### src/rtl/lsu_unit.sv
// lsu_unit: single-outstanding load/store unit between execute and the data-memory bus.
// Lane-aligns store data, extracts and extends load data, flags misalignment and bus timeouts.
module lsu_unit #(
    parameter int TIMEOUT = 255
) (
    input  logic        clk,
    input  logic        rst,
    input  logic        in_valid,
    input  logic        in_wen,
    input  logic [2:0]  in_funct3,
    input  logic [31:0] in_addr,
    input  logic [31:0] in_wdata,
    output logic        lsu_busy,
    output logic        out_valid,
    output logic [31:0] out_rdata,
    output logic        lsu_err,
    output logic        mem_req_valid,
    input  logic        mem_req_ready,
    output logic [31:0] mem_addr,
    output logic        mem_wen,
    output logic [3:0]  mem_wstrb,
    output logic [31:0] mem_wdata,
    input  logic        mem_resp_valid,
    input  logic [31:0] mem_rdata
);
    localparam int CW = $clog2(TIMEOUT + 1);

    typedef enum logic [1:0] {IDLE, REQ, WAIT, DONE} state_t;

    state_t        state_q, state_d;
    logic          wen_q;
    logic [2:0]    f3_q;
    logic [31:0]   addr_q, wdata_q, rdata_q, rdata_d;
    logic          err_q, err_d;
    logic [CW-1:0] cnt_q, cnt_d;
    logic          bad, tmo, req;
    logic [4:0]    lane;
    logic [15:0]   sh;
    logic [31:0]   ext;

    assign bad = !(in_funct3 inside {3'b000, 3'b001, 3'b010, 3'b100, 3'b101})
               || (in_funct3[1:0] == 2'b01 && in_addr[0])
               || (in_funct3[1:0] == 2'b10 && in_addr[1:0] != 2'b00);
    assign tmo  = cnt_q >= CW'(TIMEOUT - 1);
    assign lane = {addr_q[1:0], 3'b000};
    assign sh   = 16'(mem_rdata >> lane);
    assign ext  = f3_q == 3'b000 ? {{24{sh[7]}}, sh[7:0]}
                : f3_q == 3'b001 ? {{16{sh[15]}}, sh}
                : f3_q == 3'b100 ? {24'b0, sh[7:0]}
                : f3_q == 3'b101 ? {16'b0, sh}
                : mem_rdata;

    always_comb begin
        state_d = state_q;
        err_d   = err_q;
        rdata_d = rdata_q;
        cnt_d   = cnt_q;
        case (state_q)
            IDLE: if (in_valid) begin
                state_d = bad ? DONE : REQ;
                err_d   = bad;
                rdata_d = '0;
                cnt_d   = '0;
            end
            REQ: begin
                cnt_d = cnt_q + 1'b1;
                if (mem_req_ready) state_d = WAIT;
                else if (tmo) begin
                    state_d = DONE;
                    err_d   = 1'b1;
                end
            end
            WAIT: begin
                cnt_d = cnt_q + 1'b1;
                if (mem_resp_valid) begin
                    state_d = DONE;
                    rdata_d = wen_q ? '0 : ext;
                end else if (tmo) begin
                    state_d = DONE;
                    err_d   = 1'b1;
                end
            end
            default: state_d = IDLE;
        endcase
    end

    always_ff @(posedge clk) begin
        if (!rst) begin
            state_q <= IDLE;
            err_q   <= 1'b0;
            rdata_q <= '0;
            cnt_q   <= '0;
            wen_q   <= 1'b0;
            f3_q    <= '0;
            addr_q  <= '0;
            wdata_q <= '0;
        end else begin
            state_q <= state_d;
            err_q   <= err_d;
            rdata_q <= rdata_d;
            cnt_q   <= cnt_d;
            if (state_q == IDLE && in_valid) begin
                wen_q   <= in_wen;
                f3_q    <= in_funct3;
                addr_q  <= in_addr;
                wdata_q <= in_wdata;
            end
        end
    end

    // Request and completion are gated by rst so they drop in the cycle reset is asserted.
    assign req           = state_q == REQ && rst;
    assign lsu_busy      = state_q != IDLE;
    assign out_valid     = state_q == DONE && rst;
    assign out_rdata     = out_valid ? rdata_q : '0;
    assign lsu_err       = out_valid && err_q;
    assign mem_req_valid = req;
    assign mem_addr      = req ? {addr_q[31:2], 2'b00} : '0;
    assign mem_wen       = req && wen_q;
    assign mem_wstrb     = !mem_wen ? 4'b0000
                         : f3_q[1:0] == 2'b00 ? 4'b0001 << addr_q[1:0]
                         : f3_q[1:0] == 2'b01 ? 4'b0011 << addr_q[1:0]
                         : 4'b1111;
    assign mem_wdata     = mem_wen ? wdata_q << lane : '0;
endmodule
### config.mk
export PLATFORM = sky130hd
export DESIGN_NAME = lsu_unit
export DESIGN_NICKNAME = d
export VERILOG_FILES = /design/src/rtl/lsu_unit.sv
export SDC_FILE = /design/constraint.sdc
export NUM_CORES = 1
export LEC_CHECK = 0
export ABC_AREA = 1
export BUFFER_PORTS_ARGS = -buffer_cell sky130_fd_sc_hd__buf_2
export CAP_MARGIN = 15
export CORE_UTILIZATION = 25
export CTS_CLUSTER_SIZE = 12
export DETAILED_ROUTE_END_ITERATION = 16
export MAX_ROUTING_LAYER = met4
export PLACE_DENSITY = 0.53
export SYNTH_ARGS = -nofsm -noshare
export SYNTH_HDL_FRONTEND = slang
export SYNTH_SLANG_ARGS = --single-unit
### constraint.sdc
create_clock -name clk -period 3.04 [get_ports clk]
set_clock_uncertainty 0.05 [all_clocks]
set_input_delay 0.152 -clock clk [delete_from_list [all_inputs] [get_ports clk]]
set_output_delay 0.152 -clock clk [all_outputs]
set_load 0.005 [all_outputs]
==> summary.txt, run 1 <==
Die
  – Cell Rows: 56
  – Die H: 158 um
  – Initial Util: 0.257
  – Core ar.: 23600 um2
  – Die area: 24900 um2
  – # IOs: 210
  – Die width: 158 um

Run status
  – Outcome: finished clean

Min path
  – Min-delay src: in_wdata[17]
  – Worst Hold Path EP: wdata_q[17]$_SDFFE_PN0P_
  – Hold Path Class: primary input to flop
  – WHS Path Cells: 3

Layout
  – Share of cells above drive strength 1: 0.224
  – Final net count: 1250
  – Non-Filler Instances: 1462
  – Post-Layout Inst Area: 7710 um2
  – Area grow syn2layout: 27.0%

Worst setup path
  – CP endpoint kind: output pin
  – Worst Path Max Fanout: 18
  – Req. time, crit path: 2.84 ns
  – Top delay family on crit path: buffers and inverters
  – CP Cell Sequence: inv_1 -> ha_1 -> nand2_2 -> nor2_4 -> clkinv_1 -> a211oi_1 -> buf_2
  – Delay of the slowest critical-path stage: 0.46 ns
  – Critical path class: flop to output pin
  – Worst flop-to-flop path startpoint: addr_q[0]$_SDFFE_PN0P_
  – Setup crit start kind: flop
  – WP buf/inv: 3
  – Crit Reg-Reg Endpoint: rdata_q[15]$_SDFFE_PN0P_
  – R2R depth: 10
  – CP max stage cell: clkinv_1
  – Reg-to-reg slack, setup: 0.95 ns
  – Arrival time worst endpoint: 2.35 ns

CTS
  – Sink Count: 111
  – Worst-Skew Late Latency: 0.35 ns
  – Clk pin slew, worst setup/hold paths: 0.07 ns
  – CTS tree: built
  – H-tree lvl count: 3
  – Root buf cell: clkbuf_16
  – CTS Buf Count: 9
  – Clock buffer depth: 2

Yosys
  – Post-synthesis sequential area ratio: 0.366
  – Yosys reg bits: 111
  – Dominant synthesized flop cell: dfxtp_1
  – Synthesized area: 6070 um2
  – Area share of the largest cell type after synthesis: 0.366
  – Syn_area_per_cell: 6.38 um2
  – Synth cell types: 35
  – Leading area contributor after synthesis: dfxtp_1
  – Largest cells by area after synthesis: dfxtp_1, nor2_1, nand2_1
  – Post-synth EDFFs: 0
  – Yosys warns: 0
  – Post-Syn Instances: 952
  – Post-synth top cells: nor2_1, nand2_1, dfxtp_1, inv_1, a21oi_1
  – Ys async rst share: 0
  – Most common cell in the netlist: nor2_1

Placed design
  – GP Congestion: 0.908
  – Placed cells: 1434
  – Port Buf Inserts: 207
  – Detail Placement HPWL: 15300 um
  – Post-DP Area: 7320 um2

Pwr
  – PD cells: 702 nW/um2
  – Pleak: 3.49 nW
  – VDD IR-drop max: 0.267 mV

GRT
  – Gr usage total: 0.167
  – Largest net degree at the start of global routing: 67
  – Antenna violations before repair: 5
  – Vias in the first global route: 5974
  – First-pass GRT wire length: 31600 um
  – Overflow after GRT: 0

STA
  – Final setup vio count: 0
  – Final hold vios: 0
  – Worst-margin pin slew: 0.655 ns
  – Max_slew headroom: 0.562
  – Fin crit share: 0.841
  – Min Tclk post-route: 2.56 ns
  – Fmax achieved: 391 MHz
  – Hold_ws: 0.0103 ns
  – Setup_tns: 0 ns
  – Slew Limit Fails: 0
  – Unrepaired setup endpoints after global routing: no

Detailed routing
  – Vias per std cell: 4.46
  – Detailed Route Iter0 Violations: 289
  – Routed wire length: 20300 um
  – Final ANT Viol Nets: 0
  – DRT Pass-1 Iters: 5
  – Residual DRC count: 0
  – DR vias: 6519
  – Routed wire per std cell: 13.9 um

Job
  – Max Cap Viol: 0
layout by cell type (no fill, tap or decap), types with 3 or more instances in the layout:
cell / count
buf_2: 207
inv_2: 7
a211oi_1: 8
diode_2: 5
nand2_2: 6
or2_0: 7
clkinv_1: 3
mux2i_1: 7
a21oi_1: 97
o21ai_0: 81
nand3_1: 24
o211ai_1: 8
clkbuf_16: 9
o22ai_1: 10
dlygate4sd3_1: 8
dfxtp_1: 111
nand2_1: 178
o21ai_1: 15
nor3_1: 4
buf_4: 14
inv_1: 104
ha_1: 11
a22oi_1: 8
nor2_1: 191
worst max-delay path by stage:
stage | startpoint | endpoint | slack (ns) | cells after the start
3_3_place_gp | f3_q[1]$_SDFFE_PN0P_ | mem_wstrb[3] | 0.94 | 5
6_report | state_q[1]$_SDFFE_PN0N_ | mem_wdata[17] | 0.48 | 7
2_1_floorplan | state_q[0]$_SDFFE_PN0N_ | cnt_q[7]$_SDFFE_PN0P_ | 1.40 | 8
5_1_grt | state_q[1]$_SDFFE_PN0N_ | mem_wdata[21] | 0.28 | 7
3_5_place_dp | state_q[1]$_SDFFE_PN0N_ | mem_wdata[17] | 0.87 | 7
4_1_cts | state_q[1]$_SDFFE_PN0N_ | mem_wdata[17] | 0.46 | 7
power breakdown:
group | internal (W) | total (W) | switching (W)
logic | 0.000703 | 0.00217 | 0.00147
registers | 0.00180 | 0.00203 | 0.000229
clock network | 0.000642 | 0.00121 | 0.000568
routing by layer:
layer,GRT usage,part of all wire,vias to the layer above
li1,-,-,3388
met1,0.207,0.46,2919
met2,0.265,0.46,190
met3,0.0446,0.058,22
met4,0.0485,0.020,0
met5,-,0,-
cell type report:
type	count	area (um2)
clock inverters	6	68.8
multi-input cells	669	3130
clock buffers	9	225
well taps	319	399
flip-flops and latches	111	2220
repair buffers	229	1220
fillers	2683	15900
inverters	114	428
diodes	5	12.5
what timing repair did:
| item | CTS | global route |
|---|---|---|
| endpoints found under the hold margin | 8 | 0 |
| hold buffers | 8 | 0 |
| resized for setup | 0 | 0 |
| buffers inserted | 0 | 0 |
metrics by stage:
step,worst slack [ns],utilization,power (W)
after global placement,0.935,0.310,0.00424
after floorplan,1.40,-,0.00364
after CTS,0.464,0.326,0.00548
final,0.484,0.326,0.00541
after detailed placement,0.868,0.310,0.00425
after global routing,0.278,0.326,0.00588
cells by family (layout without fill, tap and decap cells):
kind of cell	Yosys count	count (layout)	share of synthesized area
buf+inv	173	358	0.119
compound gates	230	230	0.203
fa+ha+maj	11	11	0.0227
other cells	1	7	0.000618
mux	7	7	0.0115
xor+xnor	2	2	0.00289
simple gates	417	417	0.274
flops	111	111	0.366
registers in the layout, indices dropped and copies added, names as in the netlist:
signal,count
addr_q,32
wdata_q,32
rdata_q,32
err_q,1
cnt_q,8
state_q,2
wen_q,1
f3_q,3
worst register-to-register path, delay by kind of cell (launching register included):
family	cells	cell delay, ns
buffers and inverters	3	0.90
AOI/OAI and AO/OA	1	0.14
and+or+nand+nor	6	0.54
DFF	1	0.40
(Power assumes the default switching activity.)
==> run 2: changes to the inputs <==
clock period = 2.6 ns   (was 3.04 ns; I/O delays follow)
==> run 2 against run 1 <==
Net effect:
- cell area increased by 5.9%
- global-route usage increased by 0.12 points
- largest power group unchanged
- die area unchanged
- first-iteration DRC count increased by 8.3%
- critical endpoint unchanged
- via count increased by 2.5%
- worst hold slack got worse by 0.0099 ns
- critical path depth increased by 1
- sequential power increased by 16%
- core utilization increased by 1.9 points
- clock-buffer cell count increased by 1
==> summary.txt, run 2 (same netlist as run 1, synthesis figures left out) <==
STA
  – Min Tclk post-route: 2.37 ns
  – Max_slew headroom: 0.566 (+0.00422)
  – Fmax achieved: 423 MHz
  – Setup_tns: 0 ns (unchanged)
  – Final setup vio count: 0 (unchanged)
  – Hold_ws: 0.000389 ns (-0.00990 ns)
  – Fin crit share: 0.910
  – Unrepaired setup endpoints after global routing: no
  – Slew Limit Fails: 0 (unchanged)
  – Worst-margin pin slew: 0.650 ns (-0.00475 ns)
  – Final hold vios: 0 (unchanged)

Min path
  – Min-delay src: in_wdata[7]
  – Hold Path Class: primary input to flop
  – WHS Path Cells: 3 (unchanged)
  – Worst Hold Path EP: wdata_q[7]$_SDFFE_PN0P_

Detailed routing
  – Routed wire per std cell: 13.6 um (-1.7%)
  – Residual DRC count: 0 (unchanged)
  – Detailed Route Iter0 Violations: 313 (+8.3%)
  – Final ANT Viol Nets: 0 (unchanged)
  – Vias per std cell: 4.44 (-0.52%)
  – DRT Pass-1 Iters: 4 (-1)
  – Routed wire length: 20500 um (+1.3%)
  – DR vias: 6680 (+2.5%)

CTS
  – Clock buffer depth: 2 (unchanged)
  – H-tree lvl count: 3 (unchanged)
  – Sink Count: 111 (unchanged)
  – Worst-Skew Late Latency: 0.36 ns (about the same)
  – Root buf cell: clkbuf_16
  – Clk pin slew, worst setup/hold paths: 0.08 ns (about the same)
  – CTS tree: built
  – CTS Buf Count: 9 (unchanged)

Worst setup path
  – Critical path class: flop to output pin
  – Req. time, crit path: 2.42 ns (-0.42 ns)
  – CP max stage cell: dfxtp_1
  – Arrival time worst endpoint: 2.19 ns (-0.16 ns)
  – CP endpoint kind: output pin
  – Crit Reg-Reg Endpoint: rdata_q[16]$_SDFFE_PN0P_
  – Reg-to-reg slack, setup: 0.60 ns (-0.35 ns)
  – Delay of the slowest critical-path stage: 0.37 ns (-0.09 ns)
  – Worst flop-to-flop path startpoint: state_q[0]$_SDFFE_PN0N_
  – Worst Path Max Fanout: 11 (-7)
  – Setup crit start kind: flop
  – CP Cell Sequence: inv_1 -> ha_1 -> nand2_2 -> nor2_4 -> clkinvlp_4 -> buf_4 -> a211oi_1 -> buf_2
  – R2R depth: 9 (-1)

Die
  – Die width: 158 um (unchanged)
  – Die H: 158 um (unchanged)
  – Initial Util: 0.257 (unchanged)
  – Cell Rows: 56 (unchanged)
  – Core ar.: 23600 um2 (unchanged)
  – Die area: 24900 um2 (unchanged)
  – # IOs: 210 (unchanged)

Layout
  – Fillers: 2658 (-0.93%)
  – Non-Filler Instances: 1506 (+3.0%)
  – Area grow syn2layout: 34.5%
  – Commonest cells after routing, fill and taps aside: buf_2, nor2_1, nand2_1, dfxtp_1, inv_1
  – Final net count: 1292 (+3.4%)
  – Commonest non-fill, non-tap cell in the layout: buf_2
  – Share of cells above drive strength 1: 0.221 (-0.00308)
  – Largest registers: addr_q x32, rdata_q x32, wdata_q x32
  – Storage element area: 2220 um2 (unchanged)
  – Area of the multi-input gates: 3130 um2 (unchanged)

Pwr
  – PD cells: 794 nW/um2 (+13%)
  – VDD IR-drop max: 0.405 mV (+52%)
  – Pleak: 3.68 nW (+5.6%)
  – Cell Int Power: 0.00378 W (+20%)
  – Clock share of power: 0.230 (+0.006)
  – Sequential power share: 0.362 (-0.013)
  – Psw: 0.00270 W (+19%)
  – Net Sw Frac: 0.416 (-0.00252)
  – Combinational Power Share: 0.408 (+0.006)
  – Total chip power: 0.00648 W (+20%)

GRT
  – Largest net degree at the start of global routing: 72 (+7.5%)
  – First-pass GRT wire length: 31800 um (+0.79%)
  – Gr usage total: 0.169 (+0.00121)
  – Overflow after GRT: 0 (unchanged)
  – Vias in the first global route: 6146 (+2.9%)
  – Antenna violations before repair: 5 (unchanged)

Placed design
  – GP Congestion: 0.886 (-2.4%)
  – Detail Placement HPWL: 14900 um (-2.8%)
  – Placed cells: 1437 (+0.21%)
  – Port Buf Inserts: 207 (unchanged)

Run status
  – Outcome: finished clean

Job
  – Max Cap Viol: 0 (unchanged)
==> run 2: cell types whose count changed in the layout (fill, tap and decap cells not counted), sizes merged <==
| cell | delta |
|---|---|
| dlygate4sd3 | +38 |
| clkinv | -1 |
| buf | +4 |
| clkbuf | +1 |
| diode | +1 |
| inv | +1 |
==> run 2: power by group through the flow <==
stage | sequential [W] | combinational [W] | clock (W)
after global routing | 0.00240 | 0.00301 | 0.00162
after global placement | 0.00237 | 0.00260 | 0
after CTS | 0.00234 | 0.00267 | 0.00155
final | 0.00235 | 0.00264 | 0.00149
after floorplan | 0.00231 | 0.00195 | 0
after detailed placement | 0.00238 | 0.00261 | 0
==> run 2: worst max path at each step <==
stage	from	slack, ns	to	depth (start not counted)
floorplan	state_q[0]$_SDFFE_PN0N_	0.96	cnt_q[7]$_SDFFE_PN0P_	8
global placement	state_q[0]$_SDFFE_PN0N_	0.60	rdata_q[27]$_SDFFE_PN0P_	9
detailed placement	state_q[1]$_SDFFE_PN0N_	0.52	mem_wdata[17]	8
CTS	state_q[1]$_SDFFE_PN0N_	0.1	mem_wdata[17]	8
global route	state_q[1]$_SDFFE_PN0N_	0.01	mem_wdata[17]	8
finish	state_q[1]$_SDFFE_PN0N_	0.23	mem_wdata[17]	8
==> run 2: final cells by class <==
type / instances / share of cell area
repair buffers: 271 / 0.202
well taps: 319 / 0.0489
diodes: 6 / 0.00184
multi-input cells: 669 / 0.383
flip-flops and latches: 111 / 0.272
inverters: 114 / 0.0529
clock buffers: 10 / 0.0293
clock inverters: 6 / 0.00935
==> run 2: per-layer routing <==
layer / routed length (um) / up-vias / track usage
li1: - / 3464 / -
met1: 9520 / 2997 / 0.212
met2: 9380 / 191 / 0.264
met3: 1200 / 28 / 0.0381
met4: 434 / 0 / 0.0587
met5: 0 / - / -
==> run 2: worst max-delay path: cells and delay by family, from the launching register on <==
| kind | cells | cell delay [ns] |
|---|---|---|
| fa+ha+maj | 1 | 0.24 |
| compound gates | 1 | 0.22 |
| buf+inv | 4 | 0.72 |
| flops | 1 | 0.37 |
| simple gates | 2 | 0.28 |
==> run 2: repair_timing <==
action / in CTS / in global routing
endpoints found under the setup margin: 0 / 6
resized for setup: 0 / 1
hold buffers: 46 / 0
setup buffers: 0 / 0
hold endpoints to repair: 46 / 0
==> run 2: through the flow <==
| stage | utilization | setup WS [ns] | cell area (um2) |
|---|---|---|---|
| floorplan | - | 0.963 | 6070 |
| global placement | 0.311 | 0.596 | 7340 |
| detailed placement | 0.311 | 0.521 | 7340 |
| CTS | 0.344 | 0.0969 | 8120 |
| global route | 0.346 | 0.0148 | 8160 |
| finish | 0.346 | 0.235 | 8170 |
==> run 3: changes to the inputs <==
CTS_CLUSTER_SIZE = 16   (was 12)
TNS_END_PERCENT = 10   (was not set)
clock period = 2.96 ns   (was 2.6 ns; I/O delays follow)
==> run 3 against run 2 <==
Net effect:
- first-iteration DRC count increased by 22%
- core utilization decreased by 1.8 points
- critical path type unchanged
- sequential share of layout area increased by 1.5 points
- clock-buffer cell count increased by 1
==> summary.txt, run 3 (same netlist as run 1, synthesis figures left out) <==
GRT
  – Overflow after GRT: 0 (unchanged)
  – First-pass GRT wire length: 31700 um (-0.24%)
  – Vias in the first global route: 6028 (-1.9%)
  – Antenna violations before repair: 6 (+1)
  – Gr usage total: 0.170 (+0.00110)
  – Largest net degree at the start of global routing: 101 (+40%)

STA
  – Worst-margin pin slew: 0.675 ns (+0.0244 ns)
  – Setup_tns: 0 ns (unchanged)
  – Fin crit share: 0.885
  – Slew Limit Fails: 0 (unchanged)
  – Final setup vio count: 0 (unchanged)
  – Max_slew headroom: 0.549 (-0.0173)
  – Min Tclk post-route: 2.62 ns
  – Unrepaired setup endpoints after global routing: no
  – Fmax achieved: 382 MHz
  – Final hold vios: 0 (unchanged)

Worst setup path
  – Critical path startpoint: state_q[1]$_SDFFE_PN0N_
  – Setup crit start kind: flop
  – Req. time, crit path: 2.76 ns (+0.34 ns)
  – Worst flop-to-flop path startpoint: state_q[0]$_SDFFE_PN0N_
  – Reg-to-reg slack, setup: 0.90 ns (+0.30 ns)
  – CP endpoint kind: output pin
  – Critical Path End: mem_wdata[23]
  – Worst Path Max Fanout: 18 (+7)
  – R2R depth: 9 (unchanged)
  – Crit Reg-Reg Endpoint: rdata_q[15]$_SDFFE_PN0P_
  – Critical path class: flop to output pin
  – Arrival time worst endpoint: 2.42 ns (+0.23 ns)

CTS
  – Setup Fix Bufs, Post-CTS: 0 (unchanged)
  – # hold bufs at CTS: 11 (-76%)
  – Root buf cell: clkbuf_16
  – H-tree lvl count: 3 (unchanged)
  – Sink Count: 111 (unchanged)
  – Worst-Skew Late Latency: 0.35 ns (about the same)
  – Clock buffer depth: 2 (unchanged)
  – Clk pin slew, worst setup/hold paths: 0.08 ns (about the same)
  – CTS tree: built
  – CTS Buf Count: 9 (unchanged)
  – Post_cts resized: 0 (unchanged)

Detailed routing
  – Detailed Route Iter0 Violations: 383 (+22%)
  – Routed wire length: 20600 um (+0.56%)
  – Final ANT Viol Nets: 0 (unchanged)
  – Vias per std cell: 4.52 (+2.0%)
  – Routed wire per std cell: 14.1 um (+3.3%)
  – DRT Pass-1 Iters: 6 (+2)
  – Residual DRC count: 0 (unchanged)
  – DR vias: 6633 (-0.70%)

Die
  – Core ar.: 23600 um2 (unchanged)
  – Cell Rows: 56 (unchanged)
  – Die H: 158 um (unchanged)
  – Die width: 158 um (unchanged)
  – Die area: 24900 um2 (unchanged)
  – # IOs: 210 (unchanged)
  – Initial Util: 0.257 (unchanged)

Layout
  – Fillers: 2678 (+0.75%)
  – Area grow syn2layout: 27.5%
  – Commonest non-fill, non-tap cell in the layout: buf_2
  – Layout Utilization: 0.328 (-0.0181)
  – Share of cells above drive strength 1: 0.223 (+0.00181)
  – Commonest cells after routing, fill and taps aside: buf_2, nor2_1, nand2_1, dfxtp_1, inv_1
  – Largest registers: addr_q x32, rdata_q x32, wdata_q x32
  – Final net count: 1251 (-3.2%)

Run status
  – Outcome: finished clean

Job
  – Max Cap Viol: 0 (unchanged)

Pwr
  – VDD IR-drop max: 0.317 mV (-22%)
  – PD cells: 715 nW/um2 (-9.9%)
  – Pleak: 3.49 nW (-5.2%)

Placed design
  – GP Congestion: 0.911 (+2.8%)
  – Port Buf Inserts: 207 (unchanged)
  – Detail Placement HPWL: 15200 um (+1.8%)

Min path
  – Hold Path Class: primary input to flop
-- run 3: changes by cell type in the layout (fill, tap and decap cells not counted), sizes merged --
cell         previous run  this run
buf                   225       219
diode                   6         7
bufinv                  1         0
inv                   114       113
clkbuf                 10        11
dlygate4sd3            46        11
clkinvlp                1         2
-- run 3: routing by layer --
metal  track usage  wire [um]  vias to the layer above  part of all wire
li1              -          -                     3380                 -
met1         0.211       9330                     3005              0.45
met2         0.269       9590                      223              0.46
met3        0.0446       1360                       25             0.066
met4        0.0499        353                        0             0.017
met5             -          0                        -                 0
-- run 3: worst min path at each step --
| stage | from | to | slack (ns) | cells past startpoint |
|---|---|---|---|---|
| floorplan | in_wdata[0] | wdata_q[0]$_SDFFE_PN0P_ | 0.26 | 2 |
| global placement | in_wdata[28] | wdata_q[28]$_SDFFE_PN0P_ | 0.35 | 3 |
| detailed placement | in_wdata[11] | wdata_q[11]$_SDFFE_PN0P_ | 0.36 | 3 |
| CTS | in_wdata[13] | wdata_q[13]$_SDFFE_PN0P_ | 0.0005 | 3 |
| global route | in_wdata[10] | wdata_q[10]$_SDFFE_PN0P_ | 0.005 | 3 |
| finish | in_wdata[2] | wdata_q[2]$_SDFFE_PN0P_ | 0.005 | 3 |
-- run 3: layout make-up --
type | count | area [um2] | area share
diodes | 7 | 17.5 | 0.00226
multi-input cells | 669 | 3130 | 0.405
clock buffers | 11 | 253 | 0.0327
well taps | 319 | 399 | 0.0516
clock inverters | 5 | 40.0 | 0.00517
repair buffers | 230 | 1250 | 0.161
flip-flops and latches | 111 | 2220 | 0.287
inverters | 114 | 428 | 0.0553
-- run 3: power by group --
group	total, W	switching, W	internal, W
Clock	0.00122	0.000593	0.000626
Sequential	0.00208	0.000232	0.00185
Combinational	0.00224	0.00151	0.000728
Total	0.00553	0.00233	0.00320
-- run 3: critical path, cell delays in order (launching register included) --
cell	delay, ns
dfxtp_1	0.36
inv_1	0.09
ha_1	0.25
nand2_2	0.10
nor2_4	0.16
clkinv_1	0.44
a211oi_1	0.48
buf_2	0.18
-- run 3: through the flow --
| stage | instances | total power, W | hold WS [ns] | area, um2 | setup slack, ns |
|---|---|---|---|---|---|
| finish | 1466 | 0.00553 | 0.00478 | 7740 | 0.341 |
| global route | 1465 | 0.00601 | 0.00483 | 7740 | 0.170 |
| CTS | 1459 | 0.00559 | 0.000453 | 7720 | 0.358 |
| detailed placement | 1432 | 0.00434 | 0.356 | 7320 | 0.758 |
| global placement | 1432 | 0.00433 | 0.346 | 7320 | 0.792 |
| floorplan | 953 | 0.00374 | 0.265 | 6070 | 1.32 |
